`src/rtl/bsg_manycore_pkg.sv`:
```
// Shared manycore address layouts and NPA classification type.
// EVA struct field widths are fixed by the 32-bit EVA map, independent of machine size.
package bsg_manycore_pkg;

  localparam int max_x_cord_width_gp               = 7;
  localparam int max_y_cord_width_gp               = 7;
  localparam int global_epa_word_addr_width_gp     = 14;
  localparam int tile_group_epa_word_addr_width_gp = 16;
  localparam int max_tile_group_x_cord_width_gp    = 6;
  localparam int max_tile_group_y_cord_width_gp    = 5;

  typedef struct packed {
    logic [1:0]                                 remote;
    logic [max_y_cord_width_gp-1:0]             y_cord;
    logic [max_x_cord_width_gp-1:0]             x_cord;
    logic [global_epa_word_addr_width_gp-1:0]   addr;
    logic [1:0]                                 low_bits;
  } global_addr_s;

  typedef struct packed {
    logic [2:0]                                    remote;
    logic [max_tile_group_y_cord_width_gp-1:0]     y_cord;
    logic [max_tile_group_x_cord_width_gp-1:0]     x_cord;
    logic [tile_group_epa_word_addr_width_gp-1:0]  addr;
    logic [1:0]                                    low_bits;
  } tile_group_addr_s;

  typedef enum logic [1:0] {
    e_npa_dram,
    e_npa_tile_group,
    e_npa_global,
    e_npa_invalid
  } npa_class_e;

  // True when val is representable in width bits.
  function automatic logic fits_width(input logic [63:0] val, input int unsigned width);
    return (width >= 64) || ((val >> width) == 64'd0);
  endfunction

endpackage

```
`src/rtl/bsg_manycore_dram_hash_inverse.sv`:
```
// Combinational inverse of the DRAM hash: detects a vcache NPA (north or south of the own
// pod) and rebuilds the striped DRAM word index.
module bsg_manycore_dram_hash_inverse
  import bsg_manycore_pkg::*;
#(
  parameter int addr_width_p                 = 28,
  parameter int x_cord_width_p               = 7,
  parameter int y_cord_width_p               = 7,
  parameter int pod_x_cord_width_p           = 3,
  parameter int pod_y_cord_width_p           = 4,
  parameter int num_tiles_x_p                = 16,
  parameter int num_tiles_y_p                = 8,
  parameter int vcache_block_size_in_words_p = 8
) (
  input  logic [x_cord_width_p-1:0]     x_cord,
  input  logic [y_cord_width_p-1:0]     y_cord,
  input  logic [addr_width_p-1:0]       epa,
  input  logic [pod_x_cord_width_p-1:0] pod_x,
  input  logic [pod_y_cord_width_p-1:0] pod_y,
  output logic                          dram_v,
  output logic [28:0]                   word_index
);

  localparam int x_sub_width_lp = (num_tiles_x_p == 1) ? 1 : $clog2(num_tiles_x_p);
  localparam int y_sub_width_lp = (num_tiles_y_p == 1) ? 1 : $clog2(num_tiles_y_p);
  localparam int block_width_lp = $clog2(vcache_block_size_in_words_p);
  localparam int index_width_lp = addr_width_p + 1 + x_sub_width_lp;

  logic [pod_x_cord_width_p-1:0] npa_pod_x;
  logic [pod_y_cord_width_p-1:0] npa_pod_y, pod_y_north, pod_y_south;
  logic [x_sub_width_lp-1:0]     x_sub;
  logic [y_sub_width_lp-1:0]     y_sub;
  logic                          north, south;
  logic [index_width_lp-1:0]     index_full;

  assign x_sub     = x_cord[x_sub_width_lp-1:0];
  assign npa_pod_x = x_cord[x_sub_width_lp +: pod_x_cord_width_p];
  assign y_sub     = y_cord[y_sub_width_lp-1:0];
  assign npa_pod_y = y_cord[y_sub_width_lp +: pod_y_cord_width_p];

  // Neighbouring pod rows wrap within the pod_y field.
  assign pod_y_north = pod_y - pod_y_cord_width_p'(1);
  assign pod_y_south = pod_y + pod_y_cord_width_p'(1);

  assign north  = (npa_pod_y == pod_y_north) & (&y_sub);
  assign south  = (npa_pod_y == pod_y_south) & (y_sub == '0);
  assign dram_v = (npa_pod_x == pod_x) & (north | south);

  assign index_full = {epa[addr_width_p-1:block_width_lp], south, x_sub,
                       epa[block_width_lp-1:0]};

  if (index_width_lp >= 29) begin : g_trunc
    logic unused_index_bits;
    assign word_index        = index_full[28:0];
    assign unused_index_bits = ^index_full;
  end else begin : g_pad
    assign word_index = {{(29-index_width_lp){1'b0}}, index_full};
  end

endmodule

```
`src/rtl/bsg_manycore_npa_to_eva.sv`:
```
// Two-stage NPA -> EVA converter with valid/ready handshakes and a saturating counter of
// consumed NPAs that have no EVA.
module bsg_manycore_npa_to_eva
  import bsg_manycore_pkg::*;
#(
  parameter int data_width_p                 = 32,
  parameter int addr_width_p                 = 28,
  parameter int x_cord_width_p               = 7,
  parameter int y_cord_width_p               = 7,
  parameter int pod_x_cord_width_p           = 3,
  parameter int pod_y_cord_width_p           = 4,
  parameter int num_tiles_x_p                = 16,
  parameter int num_tiles_y_p                = 8,
  parameter int vcache_block_size_in_words_p = 8,
  parameter int invalid_ctr_width_p          = 16,
  localparam int x_sub_width_lp = (num_tiles_x_p == 1) ? 1 : $clog2(num_tiles_x_p),
  localparam int y_sub_width_lp = (num_tiles_y_p == 1) ? 1 : $clog2(num_tiles_y_p)
) (
  input  logic                           clk_i,
  input  logic                           reset_i,
  input  logic                           v_i,
  output logic                           ready_o,
  input  logic [x_cord_width_p-1:0]      x_cord_i,
  input  logic [y_cord_width_p-1:0]      y_cord_i,
  input  logic [addr_width_p-1:0]        epa_i,
  input  logic [x_sub_width_lp-1:0]      tgo_x_i,
  input  logic [y_sub_width_lp-1:0]      tgo_y_i,
  input  logic [pod_x_cord_width_p-1:0]  pod_x_i,
  input  logic [pod_y_cord_width_p-1:0]  pod_y_i,
  output logic                           v_o,
  input  logic                           yumi_i,
  output logic [data_width_p-1:0]        eva_o,
  output logic                           is_invalid_addr_o,
  output logic [invalid_ctr_width_p-1:0] invalid_count_o
);

  logic                     dram_v;
  logic [28:0]              dram_index;
  npa_class_e               in_class;

  logic                     s0_v_q, s1_v_q, s1_en;
  npa_class_e               s0_class_q;
  logic [x_cord_width_p-1:0] s0_x_q;
  logic [y_cord_width_p-1:0] s0_y_q;
  logic [addr_width_p-1:0]  s0_epa_q;
  logic [x_sub_width_lp-1:0] s0_tgo_x_q, tg_x_diff;
  logic [y_sub_width_lp-1:0] s0_tgo_y_q, tg_y_diff;
  logic [28:0]              s0_index_q;

  logic [31:0]              eva_n;
  logic                     inv_n;
  tile_group_addr_s         tg_addr;
  global_addr_s             g_addr;
  logic [data_width_p-1:0]  s1_eva_q;
  logic                     s1_inv_q;
  logic [invalid_ctr_width_p-1:0] invalid_count_q;
  logic                     unused_epa_bits;

  bsg_manycore_dram_hash_inverse #(
    .addr_width_p                 (addr_width_p),
    .x_cord_width_p               (x_cord_width_p),
    .y_cord_width_p               (y_cord_width_p),
    .pod_x_cord_width_p           (pod_x_cord_width_p),
    .pod_y_cord_width_p           (pod_y_cord_width_p),
    .num_tiles_x_p                (num_tiles_x_p),
    .num_tiles_y_p                (num_tiles_y_p),
    .vcache_block_size_in_words_p (vcache_block_size_in_words_p)
  ) u_dram_inv (
    .x_cord     (x_cord_i),
    .y_cord     (y_cord_i),
    .epa        (epa_i),
    .pod_x      (pod_x_i),
    .pod_y      (pod_y_i),
    .dram_v     (dram_v),
    .word_index (dram_index)
  );

  // First-match priority: DRAM, own-pod tile group, global, otherwise invalid.
  always_comb begin
    in_class = e_npa_invalid;
    if (dram_v) begin
      in_class = e_npa_dram;
    end else if ((x_cord_i[x_sub_width_lp +: pod_x_cord_width_p] == pod_x_i)
              && (y_cord_i[y_sub_width_lp +: pod_y_cord_width_p] == pod_y_i)
              && fits_width(64'(epa_i), tile_group_epa_word_addr_width_gp)) begin
      in_class = e_npa_tile_group;
    end else if (fits_width(64'(x_cord_i), max_x_cord_width_gp)
              && fits_width(64'(y_cord_i), max_y_cord_width_gp)
              && fits_width(64'(epa_i), global_epa_word_addr_width_gp)) begin
      in_class = e_npa_global;
    end
  end

  assign s1_en   = ~s1_v_q | yumi_i;
  assign ready_o = ~s0_v_q | ~s1_v_q | yumi_i;

  assign tg_x_diff = s0_x_q[x_sub_width_lp-1:0] - s0_tgo_x_q;
  assign tg_y_diff = s0_y_q[y_sub_width_lp-1:0] - s0_tgo_y_q;
  assign unused_epa_bits = ^s0_epa_q;

  always_comb begin
    tg_addr          = '0;
    tg_addr.remote   = 3'b001;
    tg_addr.y_cord   = max_tile_group_y_cord_width_gp'(tg_y_diff);
    tg_addr.x_cord   = max_tile_group_x_cord_width_gp'(tg_x_diff);
    tg_addr.addr     = tile_group_epa_word_addr_width_gp'(s0_epa_q);
    g_addr           = '0;
    g_addr.remote    = 2'b01;
    g_addr.y_cord    = max_y_cord_width_gp'(s0_y_q);
    g_addr.x_cord    = max_x_cord_width_gp'(s0_x_q);
    g_addr.addr      = global_epa_word_addr_width_gp'(s0_epa_q);
    eva_n            = '0;
    inv_n            = 1'b0;
    case (s0_class_q)
      e_npa_dram:       eva_n = {1'b1, s0_index_q, 2'b00};
      e_npa_tile_group: eva_n = tg_addr;
      e_npa_global:     eva_n = g_addr;
      default:          inv_n = 1'b1;
    endcase
  end

  always_ff @(posedge clk_i or posedge reset_i) begin
    if (reset_i) begin
      s0_v_q          <= 1'b0;
      s0_class_q      <= e_npa_invalid;
      s0_x_q          <= '0;
      s0_y_q          <= '0;
      s0_epa_q        <= '0;
      s0_tgo_x_q      <= '0;
      s0_tgo_y_q      <= '0;
      s0_index_q      <= '0;
      s1_v_q          <= 1'b0;
      s1_eva_q        <= '0;
      s1_inv_q        <= 1'b0;
      invalid_count_q <= '0;
    end else begin
      if (ready_o) begin
        s0_v_q <= v_i;
        if (v_i) begin
          s0_class_q <= in_class;
          s0_x_q     <= x_cord_i;
          s0_y_q     <= y_cord_i;
          s0_epa_q   <= epa_i;
          s0_tgo_x_q <= tgo_x_i;
          s0_tgo_y_q <= tgo_y_i;
          s0_index_q <= dram_index;
        end
      end
      if (s1_en) begin
        s1_v_q <= s0_v_q;
        if (s0_v_q) begin
          s1_eva_q <= data_width_p'(eva_n);
          s1_inv_q <= inv_n;
        end
      end
      if (s1_v_q & yumi_i & s1_inv_q & ~(&invalid_count_q)) begin
        invalid_count_q <= invalid_count_q + invalid_ctr_width_p'(1);
      end
    end
  end

  assign v_o               = s1_v_q;
  assign eva_o             = s1_eva_q;
  assign is_invalid_addr_o = s1_inv_q;
  assign invalid_count_o   = invalid_count_q;

endmodule

```
`config.mk`:
```
export PLATFORM = sky130hd
export DESIGN_NAME = bsg_manycore_npa_to_eva
export DESIGN_NICKNAME = d
export VERILOG_FILES = /design/src/rtl/bsg_manycore_pkg.sv /design/src/rtl/bsg_manycore_dram_hash_inverse.sv /design/src/rtl/bsg_manycore_npa_to_eva.sv
export SDC_FILE = /design/constraint.sdc
export NUM_CORES = 1
export LEC_CHECK = 0
export CAP_MARGIN = 40
export CORE_ASPECT_RATIO = 1.2
export CORE_MARGIN = 2
export CORE_UTILIZATION = 40
export CTS_CLUSTER_SIZE = 8
export DETAILED_ROUTE_END_ITERATION = 16
export PLACE_DENSITY = 0.67
export SYNTH_ARGS = -nofsm -noshare
export SYNTH_HDL_FRONTEND = slang
export SYNTH_SLANG_ARGS = --single-unit
```
`constraint.sdc`:
```
create_clock -name clk_i -period 4.6 [get_ports clk_i]
set_clock_uncertainty 0.2 [all_clocks]
set_input_delay 0.69 -clock clk_i [delete_from_list [all_inputs] [get_ports clk_i]]
set_output_delay 0.69 -clock clk_i [all_outputs]
set_load 0.02 [all_outputs]
```
# ---- Word level (Yosys, flattened, before mapping)
# Cells that the tools add are included.
dict set report word_totals {
  in_bits 60
  regBits 119
}
dict set report classes {
  n_addsub 5
  muxes 5
  n_reduce_logical 11
  n_bitwise 13
  eq_ne 6
}
# operator count
set ops {}
lappend ops {{64-bit logical NOT} 2}
lappend ops {{32-bit case mux with 3 select lines} 1}
lappend ops {{16-bit by 1-bit adder with 16-bit output, second input constant} 1}
lappend ops {{16-bit AND reduction} 1}
lappend ops {{4-bit equality test} 3}
lappend ops {{1-bit bitwise AND} 6}
lappend ops {{4-bit by 1-bit adder with 4-bit output, second input constant} 1}
lappend ops {{2-bit two-way mux} 2}
lappend ops {{1-bit OR} 4}
lappend ops {{2-bit AND reduction} 2}
lappend ops {{4-bit by 1-bit subtractor with 4-bit output, second input constant} 1}
lappend ops {{4-bit subtractor} 1}
lappend ops {{3-bit equality test} 1}
lappend ops {{3-bit logical NOT} 1}
lappend ops {{1-bit inverter} 3}
lappend ops {{3-bit AND reduction} 1}
lappend ops {{3-bit OR reduction} 1}
lappend ops {{3-bit subtractor} 1}
lappend ops {{2-bit by 1-bit equality test with 1-bit output, second input constant} 1}
lappend ops {{2-bit equality test, second input constant} 1}
lappend ops {{1-bit logical AND} 2}
lappend ops {{2-bit logical NOT} 1}
lappend ops {{1-bit two-way mux} 2}

# ---- Depth between registers and ports, before layout
# Gate-level depths: netlist (run 1).
dict set report depth {
  ltp_word 6
  ltp_mapped 8
  depth_no_buf 8
}

# ---- Cells and area by module
# A second synthesis (run 1) with hierarchy kept.
dict set report unflattened {
  cells_unflattened 506
  hier_area_um2 5695.5
}
# mod seq_area_each_um2 n_inst area_each_um2 cells_each
set modules_own_cells {}
lappend modules_own_cells {bsg_manycore_npa_to_eva 2930.3 1 5267.6 450}
lappend modules_own_cells {bsg_manycore_dram_hash_inverse 0.0 1 427.9 56}

# ---- Least setup slack after synthesis (run 1)
# No wires, ideal clock.
dict set report synth_path {
  path_kind {in2reg}
  from {input yumi_i}
  to {register s0_epa_q[0]}
  slack_ns 2.527
  t_arrival_ns 1.749
  setup_time_ns 0.125
  stages 4
  path_cell_list {nand3b_1 nand2_1 buf_2 mux2_2}
}
dict set report synth_between {
  elab_chain_cells 2
}
# element line_no
set synth_lines {}
lappend synth_lines {{start: declaration} bsg_manycore_npa_to_eva.sv:31} ;# input logic yumi_i,
lappend synth_lines {{1-bit OR} bsg_manycore_npa_to_eva.sv:95} ;# assign ready_o = ~s0_v_q | ~s1_v_q | yumi_i;
lappend synth_lines {{2-bit AND reduction (no source line)} -}
lappend synth_lines {{end signal: assignment} bsg_manycore_npa_to_eva.sv:143} ;# s0_epa_q <= epa_i;
lappend synth_lines {{end: declaration} bsg_manycore_npa_to_eva.sv:45} ;# logic [addr_width_p-1:0] s0_epa_q;
# No other way between the ends.
# A chain may end at the register's enable or synchronous reset.

# ---- Final worst setup path (run 1)
dict set report layout_path {
  from {input yumi_i}
  to {output ready_o}
}
dict set report layout_between {
  elab_chain_cells 1
}
# element line_no
set layout_lines {}
lappend layout_lines {{1-bit OR} bsg_manycore_npa_to_eva.sv:95}
lappend layout_lines {{end: declaration} bsg_manycore_npa_to_eva.sv:22} ;# output logic ready_o,
# No other way between the ends.

==> metrics.txt, run 1 <==
most common cell after layout, fill and taps aside clkdlybuf4s50_1; RR Startpoint s0_class_q[0]; Lkg Pwr 0.002664 uW; CTS buffer count 9; Max stage delay on crit path 0.64 ns; top cell type's share of synthesized area 0.5088; Distinct cells, synth 50; Vias 3380; Setup Viol. Count Final 0; die height 122.4 um; Syn Area/Cell 11.56 um^2; die area 12560 um^2; Layout Area Growth over Synthesis 32.11%; status completed; Std-Cell Rows 43; Top Usage Layer GRT met2; CP arrival 2.04 ns; synth top area cells dfrtp_1, mux2_2, nand2_1, mux2i_1, o21ai_0; Total Neg Setup Slack 0 ns; sequential share of the synthesized area 0.5201; Tmin final 2.930 ns; Wirelength per Cell 15.44 um; CP Capture Type output pin; WHS 0.2810 ns; top cell type by total area after synthesis dfrtp_1; Final Max Tran Viols 0; largest net degree at the start of global routing 41; area of the mapped netlist 4672 um^2; EDFF count, synth 0; Max Cap Viol 0; Fin. Hold Viols 0; Final ANT Viol Nets 0; grt met3 use 0.03815; DRC violations left 0; gr usage total 0.1748; cell count of the worst reg-to-reg path 4; crit path to ready_o; post-synthesis cell count 404; initial antenna violation count 0; CTS max path bufs 2; crit path max-delay cell type clkdlybuf4s50_1; post-DP HPWL 7813 um; Worst-Skew Late Latency 0.34 ns; Avg Vias per Cell 5.052; Max FO, Critical Path 4; Most common cell on crit path clkdlybuf4s50_1; clk slew on worst S/H paths 0.06 ns; crit path buf inv count 2; setup bufs post-CTS 0; fraction of layout cells with a size suffix above 1 0.1582; Main synth FF type dfrtp_1; Seq cells post-synth 97; asr flop ratio synth 1.000; CTS tree done; drt first-iter violations 99; vias in the first global route 3473; reg2reg setup slack 2.38 ns; # H-tree levels 3; Ports 111; Setup crit start kind input pin; drt pass-1 iters 4; crit path kind in -> out; Die Width 102.7 um; crit-path leading delay family buffers and inverters; RD Place Congestion 0.9202; CTS Sinks 97; n_diodes 0; IO Port Bufs 108; power density over the cells 406.3 nW/um^2; M1 GR Usage 0.2098; nets@finish 577; commonest non-fill, non-tap cells in the layout clkdlybuf4s50_1, dfrtp_1, mux2_2, nand2_1, o21ai_0; critical-path cell list clkdlybuf4s50_1 > nand3b_1 > clkdlybuf4s50_1; Initial Util 0.4077; global-route wire length before repair 16690 um; grt met2 use 0.2949; Max VDD drop 0.0001908 V; YS warnings 0; FMAX 341.3 MHz; Routed WL 10330 um; cts repair resizes 0; Power Total 2508 uW; Root Buffer clkbuf_16; grt ovf 0; # hold bufs at CTS 0; worst endpoint required time 3.71 ns; Levels on crit path 3; Tcrit/Tclk final 0.6369; core area 11460 um^2; Hold Path Class reg -> reg; Critical R2R Capture eva_o[21]; Max-slew headroom 0.4683; RSZ-0062 raised after global routing false; Crit. Startpoint yumi_i; slew of the pin with the lowest slew margin 0.7975 ns
-- worst min-delay path, delay by kind of cell, from the launching register on --
| family | cells | cell delay, ns |
|---|---|---|
| AO/OA/AOI/OAI | 1 | 0.06 |
| flip-flops | 1 | 0.34 |
| AND/OR/NAND/NOR | 1 | 0.05 |
-- Yosys cell counts (3+ instances only) --
| library cell | number |
|---|---|
| o31ai_1 | 6 |
| nand2_1 | 49 |
| nand3_1 | 7 |
| dfrtp_1 | 95 |
| a22oi_1 | 7 |
| inv_1 | 11 |
| and3_1 | 8 |
| nor2_1 | 16 |
| a31oi_1 | 5 |
| nor4_1 | 6 |
| xnor2_1 | 15 |
| buf_4 | 4 |
| nand4_1 | 4 |
| clkbuf_1 | 9 |
| buf_2 | 6 |
| o21ai_0 | 27 |
| mux2_2 | 47 |
| a21oi_1 | 8 |
| xor2_1 | 13 |
| ha_1 | 7 |
| nand2b_1 | 3 |
| mux2i_1 | 15 |
-- area by class of cell --
class	count	area, um^2
repair buffers	112	1149
clock buffers	14	244.0
clock inverters	1	5.005
well taps	157	196.4
inverters	12	60.06
fillers	1000	5288
flip-flops and latches	97	2430
multi-input cells	276	2088
-- metrics by stage --
step                      cell area, um^2  instances  utilization  setup WS (ns)
after detailed placement             5923        654       0.5169          1.700
after floorplan                      4676        405            -          1.180
final                                6172        669       0.5386          1.670
after CTS                            6172        669       0.5386          1.671
after global routing                 6172        669       0.5386          1.631
after global placement               5863        651       0.5116          1.579
-- registers in the layout, indices dropped and copies added (netlist names), 2 cells and up --
| signal | flops |
|---|---|
| s0_epa_q | 15 |
| invalid_count_o | 16 |
| s0_tgo_x_q | 4 |
| s0_x_q | 7 |
| s0_y_q | 7 |
| eva_o | 30 |
| s0_index_q | 10 |
| s0_tgo_y_q | 3 |
| s0_class_q | 2 |
-- worst min path at each step --
stage / from / to / depth (start not counted)
5_1_grt: eva_o[11] / eva_o[11] / 2
4_1_cts: eva_o[22] / eva_o[22] / 2
3_5_place_dp: eva_o[22] / eva_o[22] / 2
6_report: eva_o[22] / eva_o[22] / 2
3_3_place_gp: eva_o[11] / eva_o[11] / 2
2_1_floorplan: s0_index_q[7] / s0_index_q[7] / 2
-- cell families (layout without fill, tap and decap cells) --
family	after synthesis	in the layout	share of synthesized area
XOR/XNOR	30	30	0.05945
AND/OR/NAND/NOR	107	107	0.1202
multiplexers	63	63	0.1486
flip-flops	97	97	0.5201
other	1	2	0.0008027
adder cells (fa/ha/maj)	9	9	0.02732
buffers and inverters	32	139	0.03482
AO/OA/AOI/OAI	65	65	0.08865
-- power breakdown --
part	switching (uW)	internal (uW)	total [uW]
Clock	292	364	655
Combinational	335	371	706
Sequential	144	1000	1150
Total	771	1740	2510
-- metal layers --
layer / up-vias / routed length (um)
met2: 112 / 5214
met3: 26 / 514
met5: - / 0
li1: 1617 / -
met4: 0 / 323
met1: 1625 / 4278
Note: power is estimated with default switching activity, not from simulation.
==> run 2: changes to the inputs <==
clock period = 2.8 ns   (was 4.6 ns; I/O delays follow)
==> run 2 against run 1 <==
Net effect:
- global-route usage rose by 0.17 points
- largest cell class unchanged
- critical endpoint unchanged
- flip-flop and latch count did not move
- largest power group unchanged
- sequential power rose by 62%
- critical path type unchanged
==> metrics.txt, run 2 (synthesis results as in run 1) <==
commonest non-fill, non-tap cells in the layout clkdlybuf4s50_1, dfrtp_1, mux2_2, nand2_1, o21ai_0; Std-Cell Rows 43; Vias 3379; critical-path cell list clkdlybuf4s50_1 > nand3b_1 > clkdlybuf4s50_1; CP arrival 1.74 ns; die height 122.4 um; Max stage delay on crit path 0.63 ns; Max VDD drop 0.0003271 V; Die Width 102.7 um; fillers 1026; footprint of the multi-input gates 2088 um^2; Max FO, Critical Path 4; RD Place Congestion 0.9406; n_diodes 0; CTS tree done; drt pass-1 iters 4; most common cell after layout, fill and taps aside clkdlybuf4s50_1; grt ovf 0; crit path max-delay cell type clkdlybuf4s50_1; power density over the cells 684.4 nW/um^2; Tcrit/Tclk final 0.8438; crit path kind in -> out; Final Instance Count excl. Fillers 675; Hold Path Class reg -> reg; Routed WL 10500 um; worst endpoint required time 2.18 ns; Setup crit start kind input pin; initial antenna violation count 0; drt first-iter violations 96; DRC violations left 0; setup bufs post-CTS 0; Hold Path Cell Cnt 2; Max-slew headroom 0.5882; FMAX 423.3 MHz; # hold bufs at CTS 0; Lkg Pwr 0.002709 uW; # H-tree levels 3; Setup Viol. Count Final 0; cts repair resizes 0; gr usage total 0.1765; fraction of layout cells with a size suffix above 1 0.1757; Avg Vias per Cell 5.006; Root Buffer clkbuf_16; Ports 111; CTS Sinks 97; core area 11460 um^2; Most common cell on crit path clkdlybuf4s50_1; Worst-Skew Late Latency 0.34 ns; Register Area 2430 um^2; Initial Util 0.4077; Final ANT Viol Nets 0; CTS buffer count 9; Levels on crit path 3; post-DP HPWL 7885 um; slew of the pin with the lowest slew margin 0.6156 ns; CP Capture Type output pin; max reg flops 30; status completed; clk slew on worst S/H paths 0.06 ns; crit-path leading delay family buffers and inverters; largest net degree at the start of global routing 74; Max Cap Viol 0; global-route wire length before repair 17110 um; placed insts 659; Tmin final 2.363 ns; die area 12560 um^2; nets@finish 582; RSZ-0062 raised after global routing false; cell count of the worst reg-to-reg path 6; crit path buf inv count 2; Final Max Tran Viols 0; vias in the first global route 3459; Total Neg Setup Slack 0 ns; Layout Area Growth over Synthesis 34.41%; IO Port Bufs 108; CTS max path bufs 2; Fin. Hold Viols 0; Wirelength per Cell 15.56 um
## run 2: cell count changes in the layout (fill, tap and decap cells not counted), sizes merged
cell and delta:
buf +5, bufinv +1, clkbuf -3, clkinvlp +3
## run 2: per-stage QoR
| step | worst slack (ns) | hold WS [ns] | total power, uW | utilization | cell area (um^2) |
|---|---|---|---|---|---|
| floorplan | 0.8754 | 0.2492 | 2533 | - | 4679 |
| global placement | 0.3908 | 0.2648 | 3067 | 0.5213 | 5974 |
| detailed placement | 0.3195 | 0.2725 | 3102 | 0.5213 | 5974 |
| CTS | 0.4329 | 0.2868 | 4360 | 0.5480 | 6280 |
| global route | 0.4063 | 0.3122 | 4543 | 0.5480 | 6280 |
| finish | 0.4375 | 0.2813 | 4298 | 0.5480 | 6280 |
## run 2: per-layer routing
layer	GRT usage	vias up	share of wire
met5	0	-	0
met4	0.05833	0	0.013
met3	0.03531	9	0.049
met2	0.3051	89	0.52
met1	0.2195	1649	0.42
li1	-	1632	-
## run 2: path summary, 6_finish.rpt
kind	startpoint	endpoint	slack (ns)
min in group asynchronous	reset_i	eva_o[3]	0.33
max in group asynchronous	reset_i	s0_class_q[0]	1.70
hold / removal	eva_o[29]	eva_o[29]	0.28
setup / recovery	yumi_i	ready_o	0.44
hold reg to reg	eva_o[29]	eva_o[29]	0.28
setup reg to reg	s0_x_q[1]	eva_o[21]	0.70
## run 2: layout make-up
type / count / share of cell area
clock buffer: 11 / 0.03865
clock inverter: 5 / 0.009962
inverter: 12 / 0.009763
multi-input combinational: 276 / 0.3325
sequential: 97 / 0.3869
tap: 157 / 0.03128
timing repair buffer: 117 / 0.1909
## run 2: power by group
part	leakage (uW)	switching (uW)	internal, uW	total (uW)
Sequential	0.00120	219	1650	1860
Clock	0.000142	519	722	1240
Combinational	0.00137	575	618	1190
Total	0.00271	1310	2990	4300
## run 2: tightest hold or removal path, stage by stage, from the launching register on
cell	delay, ns
dfrtp_1	0.34
nand2_1	0.04
o21ai_0	0.06
==> run 3: changes to the inputs <==
PLACE_DENSITY = 0.69   (was 0.67)
clock period = 2.1 ns   (was 2.8 ns; I/O delays follow)
==> run 3 against run 2 <==
Net effect:
- flip-flop and latch count did not move
- final cell count rose by 2.7%
- first-iteration DRC count rose by 24%
- via count rose by 2.8%
- combinational power rose by 40%
- cell area rose by 2.3%
- die area did not move
- power rose by 36%
- critical endpoint is now invalid_count_o[3]
==> metrics.txt, run 3 (synthesis results as in run 1) <==
Vias 3475; RD Place Congestion 0.8868; Setup crit start kind flip-flop; crit path kind reg -> out; global-route wire length before repair 17150 um; Fin. Hold Viols 0; Final Instance Count excl. Fillers 693; DRC violations left 0; vias in the first global route 3548; Worst-Skew Late Latency 0.34 ns; Tcrit/Tclk final 0.9678; critical-path cell list clkdlybuf4s50_1; Max stage delay on crit path 0.68 ns; Max Cap Viol 0; CTS max path bufs 2; Std-Cell Rows 43; Max FO, Critical Path 7; Final Max Tran Viols 0; post-DP HPWL 7975 um; CTS tree done; Initial Util 0.4077; Lkg Pwr 0.002806 uW; Setup Viol. Count Final 0; Max-slew headroom 0.6426; status completed; placed insts 674; Final ANT Viol Nets 0; IO Port Bufs 108; CTS Sinks 97; fraction of layout cells with a size suffix above 1 0.2071; core area 11460 um^2; largest net degree at the start of global routing 98; Root Buffer clkbuf_16; Power Total 5833 uW; Max VDD drop 0.0003967 V; crit path buf inv count 1; crit-path leading delay family buffers and inverters; grt ovf 0; worst endpoint required time 1.58 ns; Routed WL 10590 um; Wirelength per Cell 15.28 um; initial antenna violation count 0; # hold bufs at CTS 0; worst slack, placed -0.2579 ns; nets@finish 600; gr usage total 0.1784; # H-tree levels 3; CP arrival 1.52 ns; Layout Area Growth over Synthesis 37.52%; die height 122.4 um; power density over the cells 907.8 nW/um^2; drt pass-1 iters 4; Tmin final 2.032 ns; drt first-iter violations 119; commonest non-fill, non-tap cells in the layout clkdlybuf4s50_1, dfrtp_1, mux2_2, nand2_1, o21ai_0; Total Neg Setup Slack 0 ns; die area 12560 um^2; crit path max-delay cell type clkdlybuf4s50_1; most common cell after layout, fill and taps aside clkdlybuf4s50_1; Die Width 102.7 um; max reg flops 30; setup ws final 0.06765 ns; Ports 111; Avg Vias per Cell 5.014; CP Capture Type output pin; Hold Path Class in -> async; n_diodes 0; CTS buffer count 9; clk slew on worst S/H paths 0.07 ns; RSZ-0062 raised after global routing false; FMAX 492.0 MHz; slew of the pin with the lowest slew margin 0.5341 ns
## run 3: area by class of cell
| type | count | area (um^2) |
|---|---|---|
| Clock buffer | 14 | 274.0 |
| Clock inverter | 2 | 35.03 |
| Fill cell | 1005 | 5035 |
| Inverter | 12 | 61.31 |
| Multi-Input combinational cell | 276 | 2108 |
| Sequential cell | 97 | 2430 |
| Tap cell | 157 | 196.4 |
| Timing Repair Buffer | 135 | 1320 |
## run 3: metrics by stage
stage / hold WS [ns] / util / cell area (um^2)
final: 0.2480 / 0.5607 / 6425
after global routing: 0.3057 / 0.5607 / 6425
after CTS: 0.2817 / 0.5569 / 6382
after detailed placement: 0.2673 / 0.5301 / 6075
after global placement: 0.2634 / 0.5301 / 6075
after floorplan: 0.2234 / - / 4679
## run 3: report_power, final
part	switching, uW	internal (uW)	leakage (uW)
combinational	793	873	0.00145
clock	659	1020	0.000153
sequential	293	2200	0.00120
total	1750	4090	0.00281
## run 3: metal layers
| metal | vias up | global-route usage | part of all wire |
|---|---|---|---|
| li1 | 1660 | - | - |
| met1 | 1713 | 0.2224 | 0.43 |
| met2 | 88 | 0.3015 | 0.50 |
| met3 | 14 | 0.02563 | 0.044 |
| met4 | 0 | 0.08583 | 0.022 |
| met5 | - | 0 | 0 |
## run 3: path summary, 6_finish.rpt
path / end / depth (start not counted) / from / slack, ns
worst max-delay path: invalid_count_o[3] / 1 / invalid_count_o[3] / 0.07
worst min-delay path: invalid_count_o[11] / 3 / reset_i / 0.25
worst max register to register: eva_o[21] / 7 / s0_tgo_x_q[1] / 0.07
worst min register to register: eva_o[22] / 2 / eva_o[22] / 0.28
max in group asynchronous: s0_class_q[0] / 3 / reset_i / 1.00
min in group clk_i: eva_o[22] / 2 / eva_o[22] / 0.28
## run 3: what timing repair did
action,4_1_cts,5_1_grt
pin swaps,0,4
endpoints found under the setup margin,1,1
buffers inserted,0,3
gates resized for setup,1,4
